===== src/rtl/tmu2_fifo256to64_mem.sv =====
// ============================================================================
// Module   : tmu2_fifo256to64_mem
// Brief    : Storage for tmu2_fifo256to64. Four 64-bit banks share one
//            256-bit write port. Reads are asynchronous, 64 bits at a time.
// Revision : 1.0 - initial release
// ============================================================================
`default_nettype none

module tmu2_fifo256to64_mem #(
    parameter int depth = 2
) (
    input  logic             clk,
    input  logic             we,
    input  logic [depth-1:0] waddr,
    input  logic [255:0]     wd,
    input  logic [depth-1:0] raddr,
    input  logic [1:0]       rsel,
    output logic [63:0]      rd
);

    logic [63:0] w_q [4];

    // Bank 0 holds the most significant quarter, so it is read out first.
    for (genvar b = 0; b < 4; b++) begin : g_bank
        logic [63:0] r_mem [0:(1<<depth)-1];

        always_ff @(posedge clk) begin
            if (we) begin
                r_mem[waddr] <= wd[255-64*b -: 64];
            end
        end

        assign w_q[b] = r_mem[raddr];
    end

    assign rd = w_q[rsel];

endmodule

`default_nettype wire


===== src/rtl/tmu2_fifo256to64.sv =====
// ============================================================================
// Module   : tmu2_fifo256to64
// Brief    : FIFO that takes 256-bit words and returns 64-bit words, most
//            significant quarter first. Defining TMU2_FIFO256TO64_ERR_EN adds
//            sticky overflow and underflow flags with a clear input.
// Revision : 1.0 - initial release
// ============================================================================
`default_nettype none

module tmu2_fifo256to64 #(
    parameter int depth = 2
) (
    input  logic          sys_clk,
    input  logic          sys_rst_n,
`ifdef TMU2_FIFO256TO64_ERR_EN
    input  logic          err_clr,
    output logic          ovf,
    output logic          unf,
`endif
    output logic          wavail,
    input  logic          we,
    input  logic [255:0]  wd,
    output logic          ravail,
    output logic          r4avail,
    input  logic          re,
    output logic [63:0]   rd
);

    localparam int               c_capacity = 4 << depth;
    localparam logic [depth+2:0] c_wlimit   = (depth+3)'(c_capacity - 4);
    localparam logic [depth+2:0] c_one      = (depth+3)'(1);
    localparam logic [depth+2:0] c_three    = (depth+3)'(3);
    localparam logic [depth+2:0] c_four     = (depth+3)'(4);

    logic [depth+2:0] r_level;
    logic [depth-1:0] r_produce;
    logic [depth+1:0] r_consume;
    logic             w_write;
    logic             w_read;

    assign wavail  = (r_level <= c_wlimit);
    assign ravail  = (r_level != '0);
    assign r4avail = (r_level >= c_four);

    // Both requests are qualified on the level before the edge, so a read
    // never makes room for a write in the same cycle.
    assign w_write = we & wavail;
    assign w_read  = re & ravail;

    always_ff @(posedge sys_clk or negedge sys_rst_n) begin
        if (!sys_rst_n) begin
            r_level   <= '0;
            r_produce <= '0;
            r_consume <= '0;
        end else begin
            if (w_write) begin
                r_produce <= r_produce + depth'(1);
            end
            if (w_read) begin
                r_consume <= r_consume + (depth+2)'(1);
            end
            case ({w_write, w_read})
                2'b10:   r_level <= r_level + c_four;
                2'b01:   r_level <= r_level - c_one;
                2'b11:   r_level <= r_level + c_three;
                default: r_level <= r_level;
            endcase
        end
    end

    tmu2_fifo256to64_mem #(
        .depth (depth)
    ) u_mem (
        .clk   (sys_clk),
        .we    (w_write),
        .waddr (r_produce),
        .wd    (wd),
        .raddr (r_consume[depth+1:2]),
        .rsel  (r_consume[1:0]),
        .rd    (rd)
    );

`ifdef TMU2_FIFO256TO64_ERR_EN
    logic r_ovf;
    logic r_unf;

    // A set event wins over a simultaneous clear.
    always_ff @(posedge sys_clk or negedge sys_rst_n) begin
        if (!sys_rst_n) begin
            r_ovf <= 1'b0;
            r_unf <= 1'b0;
        end else begin
            if (we & ~wavail) begin
                r_ovf <= 1'b1;
            end else if (err_clr) begin
                r_ovf <= 1'b0;
            end
            if (re & ~ravail) begin
                r_unf <= 1'b1;
            end else if (err_clr) begin
                r_unf <= 1'b0;
            end
        end
    end

    assign ovf = r_ovf;
    assign unf = r_unf;
`endif

endmodule

`default_nettype wire


===== config.mk =====
export PLATFORM = sky130hd
export DESIGN_NAME = tmu2_fifo256to64
export DESIGN_NICKNAME = d
export VERILOG_FILES = /design/src/rtl/tmu2_fifo256to64_mem.sv /design/src/rtl/tmu2_fifo256to64.sv
export SDC_FILE = /design/constraint.sdc
export NUM_CORES = 1
export LEC_CHECK = 0
export CORE_MARGIN = 4
export CORE_UTILIZATION = 45
export DETAILED_ROUTE_END_ITERATION = 7
export GPL_TIMING_DRIVEN = 1
export PLACE_DENSITY = 0.74
export SKIP_LAST_GASP = 1
export SYNTH_ARGS = -nofsm -noshare
export SYNTH_HDL_FRONTEND = slang
export SYNTH_SLANG_ARGS = --single-unit

===== constraint.sdc =====
create_clock -name sys_clk -period 10.7 [get_ports sys_clk]
set_input_delay 2.675 -clock sys_clk [delete_from_list [all_inputs] [get_ports sys_clk]]
set_output_delay 2.675 -clock sys_clk [all_outputs]
set_load 0.02 [all_outputs]

# == Word-level counts from Yosys, hierarchy flattened ==
# Memory sizes are Yosys's and may differ from the RTL's.
# Index checks and enable logic that the tools add are counted.
# totals
register_bits,11
ramBits,1024
inputBits,260
out_inout_bits,67
word_cells,29
memories,4
# classes
add_sub_neg,5
n_lt_le_gt_ge,3
n_eq_ne,3
mux,6
bitwise,3
n_reduce_logical,2
# memory_table
name,depth,word_bits,rd,rd_clocked_by_memory_dff,write_ports,line_no,source
u_mem.g_bank[0].r_mem,4,64,1,0,1,tmu2_fifo256to64_mem.sv:25,logic [63:0] r_mem [0:(1<<depth)-1];
u_mem.g_bank[1].r_mem,4,64,1,0,1,tmu2_fifo256to64_mem.sv:25,
u_mem.g_bank[2].r_mem,4,64,1,0,1,tmu2_fifo256to64_mem.sv:25,
u_mem.g_bank[3].r_mem,4,64,1,0,1,tmu2_fifo256to64_mem.sv:25,
# op_table
op,n
binary-select mux 64 bit (select 2 bit),1
two-way mux 64 bit,2
one-hot mux 5 bit (3 select lines),1
adder 5 x 2 -> 5 bit (second input constant),1
adder 5 x 3 -> 5 bit (second input constant),1
greater-or-equal comparator 5 x 3 -> 1 bit (second input constant),1
<= comparator 5 x 4 -> 1 bit (second input constant),1
nonzero test 5 bit,1
subtractor 5 x 1 -> 5 bit (second input constant),1
adder 4 x 1 -> 4 bit (second input constant),1
== test 2 bit (second input constant),2
greater-or-equal comparator 3 bit (second input constant),1
NOT 2 -> 3 bit,1
nonzero test 3 bit,1
adder 2 x 1 -> 2 bit (second input constant),1
bitwise AND 1 bit,2
== test 2 x 1 -> 1 bit (second input constant),1
two-way mux 1 bit,2

# == Logic depth before layout (Yosys ltp) ==
# Gate-level depths: netlist of the first run.
# logic_depth
depth_word,4
ltp_mapped,11

# == Modules after synthesis ==
# Synthesis of the first run repeated with hierarchy kept, for this count alone.
# unflattened
hier_cells,1633
area_unflattened_um2,38933.6
# by_module_without_submodules
mod,n_inst,cells_each,area_each_um2
tmu2_fifo256to64_mem,1,1565,38197.9
tmu2_fifo256to64,1,68,735.7

# == Worst setup path after synthesis of the first run ==
# Ideal clock, no wire load.
# synth_timing
path_kind,input port to flip-flop
start,input we
end,"memory u_mem.g_bank[0].r_mem[0][0], enable pin"
setup_time_ns,0.651
t_arrival_ns,9.198
t_required_ns,10.049
path_slack_ns,0.851
stages,4
path_buffers,1
path_cell_list,inv_1 -> a311oi_1 -> buf_2 -> and2_1
# synth_via
elab_chain_cells,3
# synth_lines
element,line_no,source
from (decl),tmu2_fifo256to64.sv:21,"input logic we,"
bitwise AND 1 bit,tmu2_fifo256to64.sv:47,assign w_write = we & wavail;
two-way mux 1 bit,tmu2_fifo256to64_mem.sv:28,if (we) begin
two-way mux 1 bit (not written as such),tmu2_fifo256to64_mem.sv:29,r_mem[waddr] <= wd[255-64*b -: 64];
to (decl),tmu2_fifo256to64_mem.sv:25,
# Every way passes these cells.

# == Worst setup path in the final report of the first run ==
# layout_timing
start,register r_consume[2]
end,output rd[6]
# layout_via
elab_chain_cells,4
elab_cells_between_ends,7
classes_between,3 x mux; 4 x memory
# layout_lines
element,line_no,source
from (decl),tmu2_fifo256to64.sv:37,logic [depth+1:0] r_consume;
from (signal assigned),tmu2_fifo256to64.sv:60,r_consume <= r_consume + (depth+2)'(1);
memory read (4 x 64 bit),n/a,
binary-select mux 64 bit (select 2 bit) *,tmu2_fifo256to64_mem.sv:36,assign rd = w_q[rsel];
two-way mux 64 bit (not written as such) * (2 in a row),tmu2_fifo256to64_mem.sv:36,
to (decl),tmu2_fifo256to64.sv:26,output logic [63:0] rd
# Every way passes the cells marked *; elsewhere a longest branch is shown, timed or not. The select of a mux whose other input is x is not followed.

==> key figures, run 1 <==
Drt
  – Final WL: 81130 µm
  – Vias: 18010
  – Post-route ant nets: 0
  – Pre-Repair DR Iteration Count: 5
  – Drt wl/cell: 24.96 µm
  – Drt drc: 0
  – Via/cell ratio: 5.541
  – Initial drt markers: 1516

Clock tree
  – Later-pin clock latency in the skew report: 650 ps
  – CTS tree: done
  – Clk slew on worst S/H paths: 60 ps
  – Hold-fix buffers, CTS: 0
  – CTS resizes: 0
  – Postcts setup bufs: 0
  – CTS H-tree depth: 3
  – Clk sinks: 1035
  – Root buffer cell: clkbuf_16
  – CTS Buffer Depth: 3
  – Num CTS Buffers: 103

Min path
  – Worst hold path type: reg -> reg

Synthesis
  – Synth top cells by count: 1024 x edfxtp_1, 256 x mux4_2, 128 x a22oi_1
  – Synth warn: 0
  – Fraction of registers with async set or reset after synthesis: 0.01063
  – Synth top area cells: edfxtp_1 79%, mux4_2 15%, a22oi_1 2.5%, dfrtp_1 0.71%, nand2_1 0.70%
  – Area share of the largest cell type after synthesis: 0.7893
  – EDFF count, synth: 1024
  – Seq cells post-synth: 1035
  – Largest area contributor in the netlist: edfxtp_1
  – Most common cell in the netlist: edfxtp_1
  – Avg Cell Area, Syn: 23.78 µm²
  – Syn Nets: 1910
  – Seq/Total Area, Yosys: 0.7964
  – Mapped Cells: 1638
  – Netlist cell types: 30
  – Ys flop type: edfxtp_1
  – Mapped cell area: 0.03896 mm²

Setup path
  – Worst path cell trace: buf_12 > mux4_2 > a22oi_1 > nand2_1 > clkdlybuf4s50_1
  – CP Class: reg -> out
  – Crit path buf inv count: 2
  – CP max FO: 100
  – CP endpoint kind: primary output
  – Delay-heaviest family, CP: buffers and inverters
  – WP data required: 8030 ps
  – Startpoint Class: register
  – Slowest cell on crit path: dfrtp_4
  – Max incr delay on CP: 990 ps
  – CP arrival: 4150 ps

Floorplan
  – Die span in y: 302.2 µm
  – Ports: 327
  – Die Span X: 302.2 µm
  – Die area: 0.09134 mm²
  – Core region area: 0.08555 mm²
  – Starting density of the core: 0.4554
  – FP Rows: 107

Layout
  – Layout area overhead: 19.81%
  – Nets: 2281
  – Filler Cell Count: 6237
  – Fraction of layout cells with a size suffix above 1: 0.2074

Timing
  – Slew margin rel.: 0.2677
  – Fmax: 146.5 MHz
  – Worst-Margin Slew: 1099 ps
  – Final Cycle Share: 0.6380
  – Setup violators final: 0
  – Minimum clock period: 6826 ps
  – Final Skew: 27.60 ps
  – WHS: 568.0 ps
  – Unrepaired setup endpoints after global routing: no
  – Final setup TNS: 0 ps
  – Max Transition Viols Final: 0
  – Final hold vios: 0

Global route
  – Vias in the first global route: 19410
  – GRT Overall Usage: 0.1777
  – Initial antenna violation count: 27
  – GRT overflow: 0
  – First-pass GRT wire length: 122200 µm
  – Largest net degree at the start of global routing: 162

Placement
  – Port Buffers: 326
  – Final HPWL DP: 46940 µm
  – Placer Congestion: 0.7381

Power and ir drop
  – Switching power: 0.003704 W
  – Tot Pwr: 0.01241 W
  – Internal power: 0.008704 W
  – Max IR drop VDD: 237.2 µV
  – Reg power frac: 0.423
  – Clock share of power: 0.268
  – Switching share of power: 0.2985
  – Power density cells: 265.8 mW/mm²
  – P_leak: 14.76 nW
  – Comb power frac: 0.309

Run
  – Max-Cap Viols: 0

Run status
  – Status: finished clean
[placed cells by master (no fill, tap or decap), types with 2 or more instances in the layout]
| master | synthesis | final |
|---|---|---|
| buf_12 | 0 | 5 |
| clkdlybuf4s50_1 | 0 | 326 |
| nand2_1 | 73 | 73 |
| clkbuf_16 | 0 | 104 |
| o21ai_0 | 3 | 3 |
| buf_4 | 13 | 22 |
| edfxtp_1 | 1024 | 1024 |
| diode_2 | 0 | 19 |
| clkinv_4 | 0 | 2 |
| a21oi_1 | 3 | 3 |
| inv_1 | 8 | 8 |
| nor2b_4 | 0 | 2 |
| clkbuf_1 | 35 | 18 |
| clkinv_2 | 0 | 18 |
| a22oi_1 | 128 | 128 |
| xnor2_1 | 7 | 7 |
| ha_1 | 12 | 12 |
| mux2i_1 | 2 | 2 |
| mux4_2 | 256 | 256 |
| and2_4 | 0 | 5 |
| clkinvlp_4 | 0 | 3 |
| nand2b_1 | 3 | 3 |
| dfrtp_1 | 11 | 9 |
| bufinv_16 | 0 | 4 |
| clkinv_1 | 0 | 28 |
| dfrtp_4 | 0 | 2 |
| clkinv_8 | 0 | 2 |
| nor2_1 | 4 | 3 |
| inv_6 | 0 | 2 |
[worst reg2reg max path: stages, from the launching register on]
cell and delay [ps]:
dfrtp_1 400, inv_1 110, ha_1 250, nand2_1 110
a311oi_1 320, buf_4 250, and2_4 660, buf_4 600
buf_4 740
[power groups by stage]
stage | registers [W] | clock network, W | logic, W
floorplan | 0.00536 | 0 | 0.00259
global placement | 0.00530 | 0 | 0.00388
detailed placement | 0.00534 | 0 | 0.00390
CTS | 0.00526 | 0.00341 | 0.00392
global route | 0.00530 | 0.00361 | 0.00410
finish | 0.00525 | 0.00333 | 0.00383
[kinds of logic after synthesis]
family	count (synthesis)	share of synthesized area
XOR/XNOR	7	0.001574
multiplexers	259	0.1488
buffers and inverters	95	0.01285
adder cells (fa/ha/maj)	12	0.003854
flip-flops	1035	0.7964
AND/OR/NAND/NOR	91	0.009989
AO/OA/AOI/OAI	139	0.02653
[final timing paths]
kind,startpoint,to,slack [ps],cells past startpoint
min in group asynchronous,sys_rst_n,r_level[4],2420,1
hold / removal,r_level[1],r_level[1],570,2
setup reg to reg,r_level[0],u_mem.g_bank[2].r_mem[0][27],6840,8
max in group asynchronous,sys_rst_n,r_consume[2],7840,1
hold reg to reg,r_level[1],r_level[1],570,2
setup / recovery,r_consume[2],rd[6],3870,5
[flip-flops by register name, summed over array words and instances, names as in the netlist]
| signal | flops |
|---|---|
| r_level | 5 |
| u_mem.g_bank.r_mem | 1024 |
| r_produce | 2 |
| r_consume | 4 |
[per-stage QoR]
stage / util / setup WS (ps) / area [µm²] / std cells
after floorplan: - / 851.3 / 38960 / 1638
after global placement: 0.5083 / 4493 / 43490 / 3048
after CTS: 0.5450 / 3766 / 46620 / 3232
final: 0.5456 / 3874 / 46670 / 3251
after global routing: 0.5452 / 3566 / 46640 / 3237
after detailed placement: 0.5083 / 4475 / 43490 / 3048
[layer usage]
metal,track usage,vias up,wire [µm]
met5,0,-,186
met4,0.04890,28,1771
met3,0.05182,136,6663
met2,0.2912,527,40900
met1,0.2351,9506,31610
li1,-,7817,-
[layout make-up]
type	instances	area, µm²	share of cell area
Clock inverter	62	466.7	0.009999
Clock buffer	122	2670	0.05721
Timing Repair Buffer	353	3528	0.07560
Multi-Input combinational cell	508	7466	0.1600
Inverter	8	30.03	0.0006434
Antenna cell	19	47.55	0.001019
Sequential cell	1035	31030	0.6649
Tap cell	1144	1431	0.03067
Note: power is estimated with default switching activity, not from simulation.
==> run 2: changes to the inputs <==
Settings changed: PLACE_DENSITY 0.74 to 0.76.
Clock period 10.7 ns to 6 ns, I/O delays scaled along.
==> run 2 against run 1 <==
- combinational power increased by 86%
- register-to-register slack got worse by 3900 ps
- sequential share of layout area decreased by 1.2 points
- critical path type unchanged
- largest power group unchanged
==> key figures, run 2 (same netlist as run 1, synthesis figures left out) <==
Power and ir drop
  – Power density cells: 484.4 mW/mm² (+82%)
  – P_leak: 15.17 nW (+2.8%)
  – Tot Pwr: 0.02304 W (+86%)
  – Max IR drop VDD: 367.1 µV (+55%)

Drt
  – Pre-Repair DR Iteration Count: 5 (unchanged)
  – Final WL: 84950 µm (+4.7%)
  – Vias: 18410 (+2.2%)
  – Drt wl/cell: 25.84 µm (+3.6%)
  – Drt drc: 0 (unchanged)
  – Via/cell ratio: 5.601 (+1.1%)
  – Initial drt markers: 1336 (-12%)
  – Post-route ant nets: 0 (unchanged)

Setup path
  – CP endpoint kind: primary output
  – WP data required: 4500 ps (-3530 ps)
  – Worst path cell trace: buf_12 > mux4_2 > a22oi_1 > nand2_1 > clkdlybuf4s50_1
  – CP Class: reg -> out
  – Startpoint Class: register
  – CP arrival: 3540 ps (-610 ps)
  – Max incr delay on CP: 880 ps (-110 ps)
  – Delay-heaviest family, CP: buffers and inverters
  – Crit path buf inv count: 2 (unchanged)
  – CP max FO: 84 (-16%)
  – Slowest cell on crit path: dfrtp_4

Global route
  – Vias in the first global route: 19870 (+2.4%)
  – Initial antenna violation count: 19 (-30%)
  – First-pass GRT wire length: 127600 µm (+4.4%)
  – GRT Overall Usage: 0.1875 (+0.009818)
  – Largest net degree at the start of global routing: 85 (-48%)
  – GRT overflow: 0 (unchanged)

Timing
  – Setup violators final: 0 (unchanged)
  – Final Cycle Share: 0.8402
  – Worst-Margin Slew: 1201 ps (+102.6 ps)
  – Slew margin rel.: 0.1993 (-0.06838)
  – Final setup TNS: 0 ps (unchanged)
  – Minimum clock period: 5041 ps
  – Max Transition Viols Final: 0 (unchanged)
  – Final Skew: 15.69 ps (-11.91 ps)
  – Unrepaired setup endpoints after global routing: no
  – WHS: 575.3 ps (+7.328 ps)
  – Final hold vios: 0 (unchanged)
  – Fmax: 198.4 MHz

Floorplan
  – Die span in y: 302.2 µm (unchanged)
  – Core region area: 0.08555 mm² (unchanged)
  – FP Rows: 107 (unchanged)
  – Die area: 0.09134 mm² (unchanged)
  – Die Span X: 302.2 µm (unchanged)
  – Starting density of the core: 0.4554 (unchanged)
  – Ports: 327 (unchanged)

Placement
  – Inst Count DP: 3078 (+0.98%)
  – Final HPWL DP: 50970 µm (+8.6%)
  – Placer Congestion: 0.7350 (-0.42%)
  – Port Buffers: 326 (unchanged)

Clock tree
  – CTS Buffer Depth: 3 (unchanged)
  – CTS tree: done
  – Hold-fix buffers, CTS: 0 (unchanged)
  – Clk slew on worst S/H paths: 60 ps (about the same)
  – CTS resizes: 0 (unchanged)
  – Clk sinks: 1035 (unchanged)
  – CTS H-tree depth: 3 (unchanged)
  – Num CTS Buffers: 104 (+0.97%)
  – Postcts setup bufs: 0 (unchanged)
  – Root buffer cell: clkbuf_16
  – Later-pin clock latency in the skew report: 670 ps (+20 ps)

Run status
  – Status: finished clean

Layout
  – Largest registers: u_mem.g_bank.r_mem x1024, r_level x5, r_consume x4
  – Fraction of layout cells with a size suffix above 1: 0.2237 (+0.01631)
  – Layout area overhead: 22.09%
  – Nets: 2312 (+1.4%)
  – Commonest non-fill, non-tap cells in the layout: 1024 x edfxtp_1, 326 x clkdlybuf4s50_1, 256 x mux4_2
  – Most common cell after layout, fill and taps aside: edfxtp_1
  – Non-filler cells, final: 3287 (+1.1%)
  – Most flops, register: u_mem.g_bank.r_mem
  – Largest register FFs: 1024 (unchanged)

Min path
  – Worst hold path type: reg -> reg

Run
  – Max-Cap Viols: 0 (unchanged)
[run 2: metrics by stage]
step                      worst slack, ps    util  area [µm²]
final                               958.8  0.5560       47560
after global routing                737.2  0.5555       47520
after CTS                           827.6  0.5555       47520
after detailed placement             1592  0.5145       44010
after global placement               1599  0.5145       44010
after floorplan                     228.1       -       38960
[run 2: routing by layer]
| layer | GRT usage | share of wire | vias up |
|---|---|---|---|
| li1 | - | - | 7881 |
| met1 | 0.2428 | 0.38 | 9802 |
| met2 | 0.3178 | 0.51 | 591 |
| met3 | 0.05383 | 0.084 | 115 |
| met4 | 0.04313 | 0.014 | 22 |
| met5 | 0 | 0.0016 | - |
[run 2: final timing paths]
kind | startpoint | endpoint | slack, ps | cells after the start
worst min-delay path | r_level[1] | r_level[1] | 580 | 2
max in group asynchronous | sys_rst_n | r_consume[3] | 4380 | 1
worst min register to register | r_level[1] | r_level[1] | 580 | 2
worst max register to register | r_level[0] | u_mem.g_bank[3].r_mem[1][41] | 2920 | 7
worst max-delay path | r_consume[3] | rd[35] | 960 | 5
min in group asynchronous | sys_rst_n | r_consume[2] | 1200 | 1
[run 2: worst min-delay path, stage by stage (launching register included)]
cell     delay, ps
dfrtp_1        390
nand2_1         70
o21ai_0         80
[run 2: final cells by class]
class,count,area [µm²]
timing repair buffer,383,4054
inverter,8,30.03
sequential,1035,31030
multi-input combinational,508,7466
tap,1144,1431
clock inverter,70,790.8
fill,6144,37990
clock buffer,124,2720
antenna,15,37.54
[run 2: power by group]
group	internal [W]	switching (W)	leakage [nW]
Sequential	0.00899	0.000336	9.41
Clock	0.00393	0.00265	1.71
Combinational	0.00334	0.00379	4.05
Total	0.0163	0.00677	15.2
==> run 3: changes to the inputs <==
Clock period 6 ns to 4.2 ns, I/O delays scaled along.
==> run 3 against run 2 <==
- routed wire length grew 3.6%
- global-route usage rose by 0.41 points
- non-clock buffer count rose by 33
- via count up 1.9%
- die area did not move
- critical path depth up 1
- worst setup slack got worse by 820 ps
- clock power grew 45%
- utilization is 0.79 points higher
- clock skew rose by 4.1 ps
==> key figures, run 3 (same netlist as run 1, synthesis figures left out) <==
Run status
  – Status: finished clean

Global route
  – GRT overflow: 0 (unchanged)
  – Initial antenna violation count: 32 (+13)
  – Largest net degree at the start of global routing: 85 (unchanged)
  – Vias in the first global route: 19930 (+0.27%)
  – GRT Overall Usage: 0.1916 (+0.004051)
  – First-pass GRT wire length: 129200 µm (+1.3%)

Timing
  – Final worst slack: 134.2 ps (-824.6 ps)
  – Slew margin rel.: 0.6273 (+0.4280)
  – Max Transition Viols Final: 0 (unchanged)
  – Unrepaired setup endpoints after global routing: yes
  – Final Cycle Share: 0.9680
  – Final Skew: 19.78 ps (+4.087 ps)
  – Setup violators final: 0 (unchanged)
  – Final hold vios: 0 (unchanged)
  – WHS: 565.6 ps (-9.767 ps)
  – Fmax: 246.0 MHz
  – Minimum clock period: 4066 ps
  – Worst-Margin Slew: 557.3 ps (-643.8 ps)

Layout
  – Post-layout util: 0.5638 (+0.007854)
  – Fraction of layout cells with a size suffix above 1: 0.2423 (+0.01857)
  – Largest registers: u_mem.g_bank.r_mem x1024, r_level x5, r_consume x4
  – Commonest non-fill, non-tap cells in the layout: 1024 x edfxtp_1, 294 x clkdlybuf4s50_1, 256 x mux4_2
  – FF/Latch Area: 0.03103 mm² (unchanged)
  – Layout area overhead: 23.82%
  – Non-filler cells, final: 3331 (+1.3%)
  – Most flops, register: u_mem.g_bank.r_mem
  – Area of the multi-input gates: 0.007481 mm² (+0.20%)
  – Nets: 2344 (+1.4%)
  – Filler Cell Count: 6082 (-1.0%)
  – Largest register FFs: 1024 (unchanged)
  – Most common cell after layout, fill and taps aside: edfxtp_1

Floorplan
  – Core region area: 0.08555 mm² (unchanged)
  – Die Span X: 302.2 µm (unchanged)
  – Ports: 327 (unchanged)
  – Die area: 0.09134 mm² (unchanged)
  – Starting density of the core: 0.4554 (unchanged)
  – FP Rows: 107 (unchanged)
  – Die span in y: 302.2 µm (unchanged)

Clock tree
  – Root buffer cell: clkbuf_16
  – Clk slew on worst S/H paths: 60 ps (about the same)
  – CTS H-tree depth: 3 (unchanged)
  – Num CTS Buffers: 103 (-0.96%)
  – Hold-fix buffers, CTS: 0 (unchanged)
  – Later-pin clock latency in the skew report: 640 ps (-30 ps)
  – CTS tree: done
  – CTS Buffer Depth: 3 (unchanged)
  – Clk sinks: 1035 (unchanged)

Setup path
  – FF-to-FF setup slack: 1480 ps (-1440 ps)
  – Crit path buf inv count: 3 (+1)
  – CP Class: reg -> out
  – CP arrival: 3020 ps (-520 ps)
  – Slowest cell on crit path: clkdlybuf4s50_1
  – Max incr delay on CP: 540 ps (-340 ps)
  – WP data required: 3150 ps (-1350 ps)
  – Worst path cell trace: buf_4 > buf_16 > mux4_2 > a22oi_1 > nand2_1 > clkdlybuf4s50_1
  – Delay-heaviest family, CP: buffers and inverters
  – CP endpoint kind: primary output
  – Startpoint Class: register
  – CP max FO: 19 (-77%)

Run
  – Max-Cap Viols: 0 (unchanged)

Power and ir drop
  – Max IR drop VDD: 568.2 µV (+55%)
  – Power density cells: 698.9 mW/mm² (+44%)
  – Comb power frac: 0.325 (+0.015)
  – Reg power frac: 0.393 (-0.012)
  – Switching power: 0.01001 W (+48%)
  – P_leak: 15.66 nW (+3.3%)
  – Internal power: 0.02370 W (+46%)
  – Switching share of power: 0.2971 (+0.003030)
  – Clock share of power: 0.283 (-0.002)

Placement
  – Pre-CTS WS: 548.8 ps (-1043 ps)
  – Inst Count DP: 3092 (+0.45%)
  – Final HPWL DP: 51640 µm (+1.3%)
  – Placer Congestion: 0.7344 (about the same)
  – Port Buffers: 326 (unchanged)

Drt
  – Vias: 18760 (+1.9%)
  – Initial drt markers: 1607 (+20%)
  – Pre-Repair DR Iteration Count: 5 (unchanged)
  – Final WL: 87970 µm (+3.6%)
  – Post-route ant nets: 0 (unchanged)
  – Via/cell ratio: 5.631 (+0.53%)
  – Drt drc: 0 (unchanged)
  – Drt wl/cell: 26.41 µm (+2.2%)

Min path
  – Worst hold path type: reg -> reg
[run 3: cell types whose count changed in the layout (fill, tap and decap cells not counted), sizes merged, moves of 4 or more]
cell and delta:
bufbuf +4, diode +9, dlygate4sd2 +22, dlymetal6s2s +9, clkdlybuf4s50 -32, buf +29, clkinv -4, clkbuf +7
[run 3: layout make-up]
| class | instances | area share |
|---|---|---|
| sequential | 1035 | 0.6434 |
| multi-input combinational | 508 | 0.1551 |
| timing repair buffer | 416 | 0.09569 |
| clock buffer | 130 | 0.05811 |
| tap | 1144 | 0.02968 |
| clock inverter | 66 | 0.01619 |
| antenna | 24 | 0.001245 |
| inverter | 8 | 0.0006226 |
[run 3: worst reg2reg max path, cell delays in order, from the launching register on]
cell and delay (ps):
dfrtp_1 530, inv_1 90, ha_1 240, nand3b_4 90
and2_0 400, nand2_1 170, ha_1 330, nand2b_1 100
a21oi_1 110, mux2_2 280, a211o_1 280
[run 3: path summary, 6_finish.rpt]
kind	start	end	depth (start not counted)
worst min register to register	r_level[1]	r_level[1]	2
max in group asynchronous	sys_rst_n	r_consume[3]	1
worst max-delay path	r_consume[2]	rd[4]	6
min in group asynchronous	sys_rst_n	r_consume[1]	1
worst max register to register	r_level[2]	r_level[4]	10
worst min-delay path	r_level[1]	r_level[1]	2
[run 3: repair_timing]
action                                  4_1_cts  5_1_grt
endpoints found under the setup margin       56       20
gates resized for setup                      34       11
setup buffers                                 6        4
cloned                                        8        1
hold endpoints to repair                      0        0
[run 3: power groups by stage]
stage	registers (W)	logic [W]	clock network [W]
final	0.0132	0.0109	0.00952
after global routing	0.0133	0.0117	0.0102
after CTS	0.0132	0.0111	0.00972
after detailed placement	0.0135	0.0106	0
after global placement	0.0134	0.0105	0
after floorplan	0.0134	0.00661	0
[run 3: metal layers]
metal  routed length (µm)  up-vias  track usage
li1                     -     7969            -
met1                32790     9893       0.2490
met2                44830      728       0.3167
met3                 8603      137      0.05648
met4                 1560       30      0.05603
met5                  195        -            0
[run 3: per-stage QoR]
step,total power [W],setup TNS [ps],cell area [µm²]
2_1_floorplan,0.02004,-1148850,38960
3_3_place_gp,0.02390,0,44190
3_5_place_dp,0.02412,0,44190
4_1_cts,0.03410,-28.75,48100
5_1_grt,0.03523,-104.0,48190
6_report,0.03371,0,48230
